## src/rtl/simple_axi_cmd_queue.sv

```systemverilog
// simple_axi_cmd_queue
//   Command sequencer in front of simple_axi_master. Commands are buffered in
//   a FIFO and issued one at a time on the master's rw/wait/done/clear
//   control interface. Each command produces exactly one response (rw, read
//   data, error, invalid), which is returned through a response FIFO.
//
// Parameters
//   CMD_DEPTH  command FIFO entries (power of 2, >= 2)
//   RSP_DEPTH  response FIFO entries (power of 2, >= 2)
//
// Ports
//   i_clk, i_rst                  clock, asynchronous active-high reset
//   i_cmd_valid/o_cmd_ready       command handshake
//   i_cmd_rw/size/addr/wdata      command fields (rw: 00 idle, 01 write,
//                                 10 read, 11 reserved)
//   o_rsp_valid/i_rsp_ready       response handshake
//   o_rsp_rw/rdata/error/invalid  response fields (head of response FIFO)
//   o_m_rw/size/addr/wdata        to master i_rw/i_size/i_addr/i_wdata
//   i_m_wait/done/error/invalid   from master status
//   i_m_rdata                     from master read data
//   o_m_clear                     to master i_clear
//   o_busy                        FSM active or commands queued
//   o_halted/i_resume             halt-on-error control
//
// Build option
//   SIMPLE_AXI_CMD_QUEUE_HALT_ON_ERROR_EN: when defined, a response with
//   error=1 parks the FSM in S_HALT until i_resume. When undefined, o_halted
//   is tied low and i_resume is ignored.

module simple_axi_cmd_queue #(
  parameter int CMD_DEPTH = 4,
  parameter int RSP_DEPTH = 4
) (
  input  logic        i_clk,
  input  logic        i_rst,
  input  logic        i_cmd_valid,
  output logic        o_cmd_ready,
  input  logic [1:0]  i_cmd_rw,
  input  logic [2:0]  i_cmd_size,
  input  logic [31:0] i_cmd_addr,
  input  logic [63:0] i_cmd_wdata,
  output logic        o_rsp_valid,
  input  logic        i_rsp_ready,
  output logic [1:0]  o_rsp_rw,
  output logic [63:0] o_rsp_rdata,
  output logic        o_rsp_error,
  output logic        o_rsp_invalid,
  output logic [1:0]  o_m_rw,
  output logic [2:0]  o_m_size,
  output logic [31:0] o_m_addr,
  output logic [63:0] o_m_wdata,
  input  logic        i_m_wait,
  input  logic        i_m_done,
  input  logic        i_m_error,
  input  logic        i_m_invalid,
  input  logic [63:0] i_m_rdata,
  output logic        o_m_clear,
  output logic        o_busy,
  output logic        o_halted,
  input  logic        i_resume
);

  localparam int CAW = $clog2(CMD_DEPTH);
  localparam int RAW = $clog2(RSP_DEPTH);
  localparam logic [CAW:0] CMD_FULL_CNT = (CAW+1)'(CMD_DEPTH);
  localparam logic [RAW:0] RSP_FULL_CNT = (RAW+1)'(RSP_DEPTH);

  typedef enum logic [2:0] {S_IDLE, S_ISSUE, S_WAIT, S_CLEAR, S_HALT} state_t;

  state_t state_reg, state_next;

  // ---------------- command FIFO: {rw, size, addr, wdata} ----------------
  logic [100:0]   cmd_mem [CMD_DEPTH];
  logic [CAW-1:0] cmd_wr_ptr_reg, cmd_rd_ptr_reg;
  logic [CAW:0]   cmd_count_reg;
  logic           cmd_full, cmd_empty, cmd_push, cmd_pop;
  logic [100:0]   cmd_head;
  logic [1:0]     head_rw;

  assign cmd_full  = (cmd_count_reg == CMD_FULL_CNT);
  assign cmd_empty = (cmd_count_reg == '0);
  assign cmd_push  = i_cmd_valid && !cmd_full;
  assign cmd_head  = cmd_mem[cmd_rd_ptr_reg];
  assign head_rw   = cmd_head[100:99];

  always_ff @(posedge i_clk) begin
    if (cmd_push) cmd_mem[cmd_wr_ptr_reg] <= {i_cmd_rw, i_cmd_size, i_cmd_addr, i_cmd_wdata};
  end

  always_ff @(posedge i_clk or posedge i_rst) begin
    if (i_rst) begin
      cmd_wr_ptr_reg <= '0;
      cmd_rd_ptr_reg <= '0;
      cmd_count_reg  <= '0;
    end else begin
      if (cmd_push) cmd_wr_ptr_reg <= cmd_wr_ptr_reg + CAW'(1);
      if (cmd_pop)  cmd_rd_ptr_reg <= cmd_rd_ptr_reg + CAW'(1);
      case ({cmd_push, cmd_pop})
        2'b10:   cmd_count_reg <= cmd_count_reg + (CAW+1)'(1);
        2'b01:   cmd_count_reg <= cmd_count_reg - (CAW+1)'(1);
        default: cmd_count_reg <= cmd_count_reg;
      endcase
    end
  end

  // ---------------- response FIFO: {rw, rdata, error, invalid} ----------------
  logic [67:0]    rsp_mem [RSP_DEPTH];
  logic [RAW-1:0] rsp_wr_ptr_reg, rsp_rd_ptr_reg;
  logic [RAW:0]   rsp_count_reg;
  logic           rsp_full, rsp_empty, rsp_push, rsp_pop;
  logic [67:0]    rsp_push_data, rsp_head;

  assign rsp_full  = (rsp_count_reg == RSP_FULL_CNT);
  assign rsp_empty = (rsp_count_reg == '0);
  assign rsp_pop   = !rsp_empty && i_rsp_ready;
  // Masked while empty so stale or uninitialised entries never reach the outputs.
  assign rsp_head  = rsp_empty ? '0 : rsp_mem[rsp_rd_ptr_reg];

  always_ff @(posedge i_clk) begin
    if (rsp_push) rsp_mem[rsp_wr_ptr_reg] <= rsp_push_data;
  end

  always_ff @(posedge i_clk or posedge i_rst) begin
    if (i_rst) begin
      rsp_wr_ptr_reg <= '0;
      rsp_rd_ptr_reg <= '0;
      rsp_count_reg  <= '0;
    end else begin
      if (rsp_push) rsp_wr_ptr_reg <= rsp_wr_ptr_reg + RAW'(1);
      if (rsp_pop)  rsp_rd_ptr_reg <= rsp_rd_ptr_reg + RAW'(1);
      case ({rsp_push, rsp_pop})
        2'b10:   rsp_count_reg <= rsp_count_reg + (RAW+1)'(1);
        2'b01:   rsp_count_reg <= rsp_count_reg - (RAW+1)'(1);
        default: rsp_count_reg <= rsp_count_reg;
      endcase
    end
  end

  // ---------------- sequencer FSM ----------------
  logic [1:0]  cur_rw_reg;
  logic [1:0]  m_rw_reg;
  logic [2:0]  m_size_reg;
  logic [31:0] m_addr_reg;
  logic [63:0] m_wdata_reg;
  logic        m_clear_reg;

`ifdef SIMPLE_AXI_CMD_QUEUE_HALT_ON_ERROR_EN
  // Error flag of the most recent master response; consulted in S_CLEAR.
  logic halt_pending_reg;

  always_ff @(posedge i_clk or posedge i_rst) begin
    if (i_rst)         halt_pending_reg <= 1'b0;
    else if (rsp_push) halt_pending_reg <= rsp_push_data[1];
  end
`endif

  always_ff @(posedge i_clk or posedge i_rst) begin
    if (i_rst) state_reg <= S_IDLE;
    else       state_reg <= state_next;
  end

  always_comb begin
    state_next    = state_reg;
    cmd_pop       = 1'b0;
    rsp_push      = 1'b0;
    rsp_push_data = '0;
    case (state_reg)
      S_IDLE: begin
        // Waiting for a free response slot guarantees the issued command can
        // always deliver its response later.
        if (!cmd_empty && !rsp_full) begin
          if (head_rw == 2'b01 || head_rw == 2'b10) begin
            state_next = S_ISSUE;
          end else begin
            cmd_pop       = 1'b1;
            rsp_push      = 1'b1;
            rsp_push_data = {head_rw, 64'd0, 1'b1, 1'b1};
`ifdef SIMPLE_AXI_CMD_QUEUE_HALT_ON_ERROR_EN
            state_next    = S_HALT;
`endif
          end
        end
      end
      S_ISSUE: begin
        cmd_pop = 1'b1;
        // Done in the issue cycle means the master rejected the request.
        if (i_m_done) begin
          rsp_push      = 1'b1;
          rsp_push_data = {cur_rw_reg, 64'd0, i_m_error, i_m_invalid};
          state_next    = S_CLEAR;
        end else begin
          state_next    = S_WAIT;
        end
      end
      S_WAIT: begin
        if (i_m_done) begin
          rsp_push      = 1'b1;
          rsp_push_data = {cur_rw_reg, (cur_rw_reg == 2'b10) ? i_m_rdata : 64'd0,
                           i_m_error, i_m_invalid};
          state_next    = S_CLEAR;
        end
      end
      S_CLEAR: begin
`ifdef SIMPLE_AXI_CMD_QUEUE_HALT_ON_ERROR_EN
        state_next = halt_pending_reg ? S_HALT : S_IDLE;
`else
        state_next = S_IDLE;
`endif
      end
      S_HALT: begin
`ifdef SIMPLE_AXI_CMD_QUEUE_HALT_ON_ERROR_EN
        if (i_resume) state_next = S_IDLE;
`else
        state_next = S_IDLE;
`endif
      end
      default: state_next = S_IDLE;
    endcase
  end

  // Master-side outputs are registered off the next state so they line up
  // with the state they belong to; size/addr/wdata hold between issues.
  always_ff @(posedge i_clk or posedge i_rst) begin
    if (i_rst) begin
      cur_rw_reg  <= 2'b00;
      m_rw_reg    <= 2'b00;
      m_size_reg  <= '0;
      m_addr_reg  <= '0;
      m_wdata_reg <= '0;
      m_clear_reg <= 1'b0;
    end else begin
      m_rw_reg    <= 2'b00;
      m_clear_reg <= (state_next == S_CLEAR);
      if (state_next == S_ISSUE) begin
        cur_rw_reg  <= head_rw;
        m_rw_reg    <= head_rw;
        m_size_reg  <= cmd_head[98:96];
        m_addr_reg  <= cmd_head[95:64];
        m_wdata_reg <= cmd_head[63:0];
      end
    end
  end

  // The master must be quiet whenever it is not being driven or awaited.
  assert property (@(posedge i_clk) disable iff (i_rst)
    ((state_reg == S_IDLE) || (state_reg == S_CLEAR)) |-> !i_m_wait);

  // ---------------- outputs ----------------
  assign o_cmd_ready   = !cmd_full;
  assign o_rsp_valid   = !rsp_empty;
  assign o_rsp_rw      = rsp_head[67:66];
  assign o_rsp_rdata   = rsp_head[65:2];
  assign o_rsp_error   = rsp_head[1];
  assign o_rsp_invalid = rsp_head[0];
  assign o_m_rw        = m_rw_reg;
  assign o_m_size      = m_size_reg;
  assign o_m_addr      = m_addr_reg;
  assign o_m_wdata     = m_wdata_reg;
  assign o_m_clear     = m_clear_reg;
  assign o_busy        = (state_reg != S_IDLE) || !cmd_empty;

`ifdef SIMPLE_AXI_CMD_QUEUE_HALT_ON_ERROR_EN
  assign o_halted = (state_reg == S_HALT);
`else
  logic unused_resume;
  assign unused_resume = i_resume;
  assign o_halted      = 1'b0;
`endif

endmodule
```

## config.mk

```make
export PLATFORM = sky130hd
export DESIGN_NAME = simple_axi_cmd_queue
export DESIGN_NICKNAME = d
export VERILOG_FILES = /design/src/rtl/simple_axi_cmd_queue.sv
export SDC_FILE = /design/constraint.sdc
export NUM_CORES = 1
export LEC_CHECK = 0
export ABC_AREA = 1
export CAP_MARGIN = 25
export CORE_ASPECT_RATIO = 0.75
export CORE_MARGIN = 2
export CORE_UTILIZATION = 25
export CTS_CLUSTER_DIAMETER = 80
export DETAILED_ROUTE_END_ITERATION = 7
export PLACE_DENSITY = 0.49
export SYNTH_ARGS = -nofsm -noshare
export SYNTH_HDL_FRONTEND = slang
export SYNTH_SLANG_ARGS = --single-unit
```

## constraint.sdc

```tcl
create_clock -name i_clk -period 13.4 [get_ports i_clk]
set_input_delay 2.68 -clock i_clk [delete_from_list [all_inputs] [get_ports i_clk]]
set_output_delay 2.68 -clock i_clk [all_outputs]
set_load 0.03 [all_outputs]
```

==> report_table.html <==
<table>
<tr><th>Metric</th><th>Value</th></tr>
<tr><th colspan="2">Outcome</th></tr>
<tr><td>Run status</td><td>finished, final reports clean</td></tr>
<tr><th colspan="2">Synthesis</th></tr>
<tr><td>Cell variety after synth</td><td>28</td></tr>
<tr><td>Count of flip-flops with a built-in enable after synthesis</td><td>676</td></tr>
<tr><td>Predominant post-synthesis flop cell</td><td>edfxtp_1</td></tr>
<tr><td>Synthesis-stage register bit count</td><td>between 700 and 800</td></tr>
<tr><td>Asr flop ratio synth</td><td>15.2%</td></tr>
<tr><td>Combined area of all synthesized cells</td><td>31100 um^2</td></tr>
<tr><td>Yosys warning total</td><td>0</td></tr>
<tr><td>Synthesized instance count</td><td>2524</td></tr>
<tr><td>Avg Cell Area, Syn</td><td>around 12 um^2</td></tr>
<tr><td>Fraction of the yosys area taken by sequential cells</td><td>approximately 75%</td></tr>
<tr><th colspan="2">GRT</th></tr>
<tr><td>Via count of the first global-routing pass</td><td>between 15000 and 20000</td></tr>
<tr><td>Maximum number of pins on one net before global-route repair</td><td>142</td></tr>
<tr><td>Overflow after GRT</td><td>0</td></tr>
<tr><td>Initial antenna violation count</td><td>21</td></tr>
<tr><td>Global-route wire length before repair</td><td>~130000 um</td></tr>
<tr><td>Global-route total usage across every layer</td><td>between 10% and 20%</td></tr>
<tr><th colspan="2">Critical path</th></tr>
<tr><td>Critical path, cell by cell</td><td>clkinv_2 -&gt; buf_4 -&gt; buf_16 -&gt; o21ai_0 -&gt; a21oi_1 -&gt; clkdlybuf4s50_1</td></tr>
<tr><td>Logic depth of the worst path, buffers included</td><td>6</td></tr>
<tr><td>Cell with the largest stage delay on the worst path</td><td>dfrtp_4</td></tr>
<tr><td>Crit path buf inv count</td><td>4</td></tr>
<tr><td>Crit path required time</td><td>10720 ps</td></tr>
<tr><td>Maximum fanout along the worst path</td><td>between 70 and 80</td></tr>
<tr><td>Kind of end point of the critical path</td><td>primary output</td></tr>
<tr><td>Worst reg2reg path depth</td><td>10</td></tr>
<tr><td>Delay of the slowest cell on the worst path</td><td>880 ps</td></tr>
<tr><td>Startpoint class of the critical path</td><td>flip-flop</td></tr>
<tr><td>Kind of critical path</td><td>flip-flop to primary output</td></tr>
<tr><td>Top cell family by delay on the critical path</td><td>buffers and inverters</td></tr>
<tr><td>Endpoint arrival time on the critical path</td><td>about 4000 ps</td></tr>
<tr><th colspan="2">Clock network</th></tr>
<tr><td>CTS Buf Count</td><td>87</td></tr>
<tr><td>Clock tree from TritonCTS</td><td>yes</td></tr>
<tr><td>Buffer depth of the longest clock path</td><td>3</td></tr>
<tr><td># H-tree levels</td><td>3</td></tr>
<tr><td>Post-CTS setup-driven buffer insertion count</td><td>0</td></tr>
<tr><td>CTS sink count</td><td>797</td></tr>
<tr><td>Worst-skew pair later-pin latency</td><td>just under 700 ps</td></tr>
<tr><td>Cell chosen for the clock root</td><td>clkbuf_16</td></tr>
<tr><td>Number of instances resized during post-cts repair</td><td>0</td></tr>
<tr><td>Clock edge transition at the registers on the reported setup and hold paths</td><td>roughly 60 ps</td></tr>
<tr><td>Hold bufs inserted after CTS</td><td>0</td></tr>
<tr><th colspan="2">STA</th></tr>
<tr><td>Tmin final</td><td>between 6000 and 7000 ps</td></tr>
<tr><td>Final Hold Viols</td><td>0</td></tr>
<tr><td>Setup clock skew after layout</td><td>around 35 ps</td></tr>
<tr><td>Fraction of the cycle the final worst path needs</td><td>between 40 and 50%</td></tr>
<tr><td>Minimum setup slack in the final design</td><td>between 6000 and 7000 ps</td></tr>
<tr><td>Worst hold slack after final layout</td><td>around 470 ps</td></tr>
<tr><td>Final setup vio count</td><td>0</td></tr>
<tr><td>Achievable frequency</td><td>about 150 MHz</td></tr>
<tr><td>Slew at the pin closest to its max-slew limit</td><td>around 1100 ps</td></tr>
<tr><td>Setup repair after global routing missed its margin</td><td>false</td></tr>
<tr><td>Setup TNS after final layout</td><td>0 ps</td></tr>
<tr><td>Headroom to the max-slew limit</td><td>just under 30%</td></tr>
<tr><td>Max-slew violation count</td><td>0</td></tr>
<tr><th colspan="2">Hold path</th></tr>
<tr><td>Worst hold path class</td><td>flip-flop to flip-flop</td></tr>
<tr><td>Hold Path Stages</td><td>2</td></tr>
<tr><th colspan="2">Placed design</th></tr>
<tr><td>Final weighted congestion of routability-driven global placement</td><td>0.700</td></tr>
<tr><td>Post-Place Setup Slack</td><td>~7000 ps</td></tr>
<tr><td>Placed insts</td><td>4397</td></tr>
<tr><td>Instance area after placement</td><td>between 30000 and 40000 um^2</td></tr>
<tr><td>Buffers added on ports</td><td>between 300 and 400</td></tr>
<tr><td>Hpwl dp</td><td>between 40000 and 50000 um</td></tr>
<tr><th colspan="2">Drt</th></tr>
<tr><td>Remaining design rule violation count</td><td>0</td></tr>
<tr><td>DR pass1 iterations</td><td>5</td></tr>
<tr><td>Total routed wirelength</td><td>between 80000 and 90000 um</td></tr>
<tr><td>Remaining antenna violation count after routing</td><td>0</td></tr>
<tr><td>Average wire per cell in the routed design</td><td>~19 um</td></tr>
<tr><td>Violation count after the first detailed-route iteration</td><td>approximately 1100</td></tr>
<tr><td>Via density per instance</td><td>about 4.3</td></tr>
<tr><td>Vias after detailed routing</td><td>19600</td></tr>
<tr><th colspan="2">Job</th></tr>
<tr><td>Max_cap viols</td><td>0</td></tr>
<tr><th colspan="2">Power and ir drop</th></tr>
<tr><td>Worst VDD drop</td><td>0.145 mV</td></tr>
<tr><td>Total power divided by cell area</td><td>roughly 250 nW/um^2</td></tr>
<tr><td>Cell leakage power</td><td>approximately 14 nW</td></tr>
<tr><td>Final Power</td><td>just under 10 mW</td></tr>
<tr><th colspan="2">Floorplan</th></tr>
<tr><td>Number of placed I/O pins</td><td>348</td></tr>
<tr><td>Initial Util</td><td>25.1%</td></tr>
<tr><td>Die Ht</td><td>around 310 um</td></tr>
<tr><td>Horizontal die dimension</td><td>411 um</td></tr>
<tr><td>Number of rows created at floorplan</td><td>between 100 and 150</td></tr>
<tr><td>Core Region</td><td>around 120000 um^2</td></tr>
<tr><td>Total Die Area</td><td>approximately 130000 um^2</td></tr>
<tr><th colspan="2">Final layout</th></tr>
<tr><td>Fraction of layout cells with a size suffix above 1</td><td>6.53%</td></tr>
<tr><td>Post-Layout Cell Count</td><td>4567</td></tr>
<tr><td>Share of the core filled with cells</td><td>31.7%</td></tr>
<tr><td>Most flop-heavy register</td><td>cmd_mem</td></tr>
<tr><td>Most common cell after layout, fill and taps aside</td><td>edfxtp_1</td></tr>
<tr><td>Largest register FFs</td><td>slightly above 400</td></tr>
<tr><td>Most frequent cells in the layout</td><td>edfxtp_1 (676), nor2_1 (579), clkdlybuf4s50_1 (344), nand2_1 (326), o21ai_0 (271)</td></tr>
<tr><td>Fill cell instance count of the final layout</td><td>around 12000</td></tr>
<tr><td>Final net count</td><td>~3000</td></tr>
<tr><td>Layout overhead on the synthesized area</td><td>26.1%</td></tr>
<tr><td>Cell area after layout</td><td>~39000 um^2</td></tr>
</table>
[logic make-up (layout without fill, tap and decap cells)]
group	after synthesis	count (layout)	synth area share, %
simple gates	993	993	12.9
buf+inv	195	581	3.04
flops	797	797	75.0
fa+ha+maj	13	13	0.571
other cells	1	5	0.0121
xor+xnor	7	7	0.197
compound gates	518	518	8.36
[per-layer routing]
layer	global-route usage (%)	share of wire, %	vias to the layer above
met5	0	0.28	-
met4	3.42	1.9	36
met3	4.81	7.6	138
met2	20.5	45	406
met1	17.2	45	9565
li1	-	-	9416
[synthesized netlist by cell type (2+ instances only)]
cell | n | area share [%]
a21oi_1 | 71 | 1.1
buf_1 | 8 | 0.097
buf_2 | 40 | 0.64
buf_4 | 10 | 0.24
buf_6 | 17 | 0.62
clkbuf_1 | 78 | 0.94
dfrtp_1 | 121 | 9.7
edfxtp_1 | 676 | 65
fa_1 | 2 | 0.13
ha_1 | 11 | 0.44
inv_1 | 34 | 0.41
inv_2 | 8 | 0.097
nand2_1 | 327 | 3.9
nand3_1 | 10 | 0.16
nor2_1 | 587 | 7.1
nor3b_1 | 64 | 1.5
o21ai_0 | 271 | 4.4
o21ai_1 | 174 | 2.8
xnor2_1 | 2 | 0.056
xor2_1 | 5 | 0.14
[worst paths after layout]
| check | from | endpoint | slack [ps] |
|---|---|---|---|
| setup / recovery | rsp_rd_ptr_reg[0] | o_rsp_rdata[16] | 6700 |
| hold / removal | o_m_wdata[24] | o_m_wdata[24] | 470 |
| setup reg to reg | cmd_rd_ptr_reg[0] | rsp_mem[3][40] | 8480 |
| hold reg to reg | o_m_wdata[24] | o_m_wdata[24] | 470 |
| max in group asynchronous | i_rst | rsp_rd_ptr_reg[0] | 9390 |
| min in group asynchronous | i_rst | o_m_wdata[32] | 2540 |
[worst min-delay path, stage by stage, from the launching register on]
cell and delay (ps):
dfrtp_1 340, nand2_1 50, nand2_1 50
[where the power goes]
| group | total (mW) | switching [mW] | internal, mW |
|---|---|---|---|
| logic | 3.70 | 2.51 | 1.20 |
| registers | 3.55 | 0.246 | 3.30 |
| clock network | 2.46 | 1.02 | 1.44 |
[cell type report]
cell class	count	area (um^2)	share of cell area, %
clock inverters	43	510	1.30
diodes	3	7.51	0.0191
inverters	42	176	0.450
well taps	1653	2070	5.27
repair buffers	376	3820	9.73
clock buffers	120	2410	6.15
multi-input cells	1533	6920	17.6
flip-flops and latches	797	23300	59.5
No activity file was read; power rests on OpenSTA's default activity.
==> variant (config.mk and constraints unchanged) <==
Encoding of `state_t`: now one-hot (5 bits for 5 states).
--- a/src/rtl/simple_axi_cmd_queue.sv
+++ b/src/rtl/simple_axi_cmd_queue.sv
@@ -65,7 +65,7 @@
   localparam logic [CAW:0] CMD_FULL_CNT = (CAW+1)'(CMD_DEPTH);
   localparam logic [RAW:0] RSP_FULL_CNT = (RAW+1)'(RSP_DEPTH);
 
-  typedef enum logic [2:0] {S_IDLE, S_ISSUE, S_WAIT, S_CLEAR, S_HALT} state_t;
+  typedef enum logic [4:0] {S_IDLE = 5'b00001, S_ISSUE = 5'b00010, S_WAIT = 5'b00100, S_CLEAR = 5'b01000, S_HALT = 5'b10000} state_t;
 
   state_t state_reg, state_next;
 
Behaviour: same outputs for any inputs over 4 cycles, from zero or initial values and one cycle with i_rst high; so few cycles prove little.
==> variant against the original RTL <==
- highest routed layer unchanged
- setup slack improved by 0.020 ns
- total power down 2.8%
- clock skew grew 0.019 ns
- sequential cell count up 2
- combinational power decreased by 2%
- final area up 0.29%
- wire length decreased by 0.64%
- synthesized area increased by 1.0%
- first-iteration DRC count up 9.2%
- largest cell class unchanged
==> variant: results (changes against the original RTL) <==
Outcome: finished, final reports clean (unchanged). The peak fanout along the critical path came out at 53 (was 72). The final weighted congestion in routability-driven placement is 0.690 (was 0.700). The arrival time of data at the critical path endpoint is 4.00 ns (was 4.02 ns).

The beginning of the worst register-to-register path is cmd_rd_ptr_reg[0] (unchanged). Top cells by area in the synthesized netlist: sky130_fd_sc_hd__edfxtp_1 65%, sky130_fd_sc_hd__dfrtp_1 9.7%, sky130_fd_sc_hd__nand2_1 7.4% (was sky130_fd_sc_hd__edfxtp_1 65%, sky130_fd_sc_hd__dfrtp_1 9.7%, sky130_fd_sc_hd__nor2_1 7.1%). The initial DRC count is 1236 (was 1132). The routed via count divided by cell count came to 4.20 (was 4.28).

The final worst clock skew is 0.0537 ns (was 0.0348 ns). The measured slew at the worst slew-check pin came to 1.04 ns (was 1.06 ns). The initial antenna violation count was 20 (was 21). The startpoint of the tightest hold check path is o_m_addr[0] (was o_m_wdata[24]).

The static power due to leakage is 14.4 nW (was 13.8 nW). The part of the Yosys area used for sequential elements is 74.4% (was 75.0%). The insertion delay of the later-clocked pin in the worst-skew pair came out at 0.70 ns (was 0.68 ns). The worst supply voltage drop on vdd is 168 µV (was 145 µV).

The post-DP HPWL is 47300 µm (was 44900 µm). The longest individual stage delay on the worst path is 0.74 ns (was 0.88 ns). The number of cells after detailed placement was 4477 (was 4397). The cell at the root of the clock tree is sky130_fd_sc_hd__clkbuf_16 (unchanged). The worst reg2reg path endpoint was rsp_mem[3][43] (was rsp_mem[3][40]). The post-detailed-placement cell area came out at 36500 µm² (was 36200 µm²). The final non-filler cell total came out at 4640 (was 4567).

The unique cell type count in the Yosys netlist came out at 32 (was 28). The worst hold margin came out at 0.480 ns (was 0.468 ns). The number of cells produced by synthesis is 2602 (was 2524). The register-to-register setup slack was 8.71 ns (was 8.48 ns). The hold path endpoint is o_m_addr[0] (was o_m_wdata[24]). The first-pass GRT wire length came out at 125000 µm (was 126000 µm).

The ratio of cells with drive above 1 in the final layout is 7.34% (was 6.53%). The number of global-route vias before repair is 19200 (was 19100). The share of flip-flops with an asynchronous set or reset is 15.4% (was 15.2%). The post-detailed-routing wire length is 84500 µm (was 85000 µm).

Most numerous cell types in the synthesized netlist: 676 x sky130_fd_sc_hd__edfxtp_1, 617 x sky130_fd_sc_hd__nand2_1, 299 x sky130_fd_sc_hd__nor2_1 (was 676 x sky130_fd_sc_hd__edfxtp_1, 587 x sky130_fd_sc_hd__nor2_1, 327 x sky130_fd_sc_hd__nand2_1). The number of clock buffers inserted by TritonCTS is 85 (was 87). The largest net degree at the start of global routing came out at 135 (was 142).
-- variant: cell count changes after synthesis, sizes merged, moves of 24 or more --
cell and change:
nor3 +65, nor2 -286, o21ai -195, nor3b -64
inv +61, buf +24, nand3 +200, nand2 +292
-- variant: layer usage --
metal  wire (µm)  track usage (%)  vias up
met5         214                0        -
met4        1530             3.20       32
met3        6170             4.63      124
met2       39500             21.0      385
met1       37100             16.4     9343
li1            -                -     9581
-- variant: kinds of logic after synthesis --
logic type	share of synthesized area (%)
DFF	74.4
xor gates and xnor gates	0.223
AOI/OAI and AO/OA	5.40
adders and majority gates	0.565
buffers and inverters	3.71
and+or+nand+nor	15.7
other	0.0119
-- variant: report_power, final --
group / leakage, nW / total (mW) / internal [mW] / switching (mW)
Combinational: 5.16 / 3.61 / 1.16 / 2.45
Sequential: 7.88 / 3.51 / 3.27 / 0.241
Clock: 1.35 / 2.33 / 1.31 / 1.02
-- variant: area by class of cell --
type,count,area (µm²)
Tap cell,1653,2070
Timing Repair Buffer,376,3720
Fill cell,12600,85200
Inverter,103,400
Antenna cell,2,5.00
Clock buffer,108,2250
Clock inverter,52,538
Multi-Input combinational cell,1547,6980
Sequential cell,799,23400
-- variant: how the worst max path moves through the flow --
stage                     depth (start not counted)              to  slack [ns]
after global routing                              7  o_rsp_rdata[5]        6.38
after detailed placement                          5  cmd_mem[2][73]        7.29
after CTS                                         7  o_rsp_rdata[6]        6.60
after global placement                            5  cmd_mem[2][73]        7.28
final                                             7  o_rsp_rdata[5]        6.72
after floorplan                                   2   cmd_mem[0][0]        5.75
-- variant: through the flow --
step	utilization, %	setup WS (ns)
detailed placement	29.3	7.29
global route	31.6	6.38
finish	31.6	6.72
global placement	29.3	7.28
floorplan	-	5.75
CTS	31.6	6.60
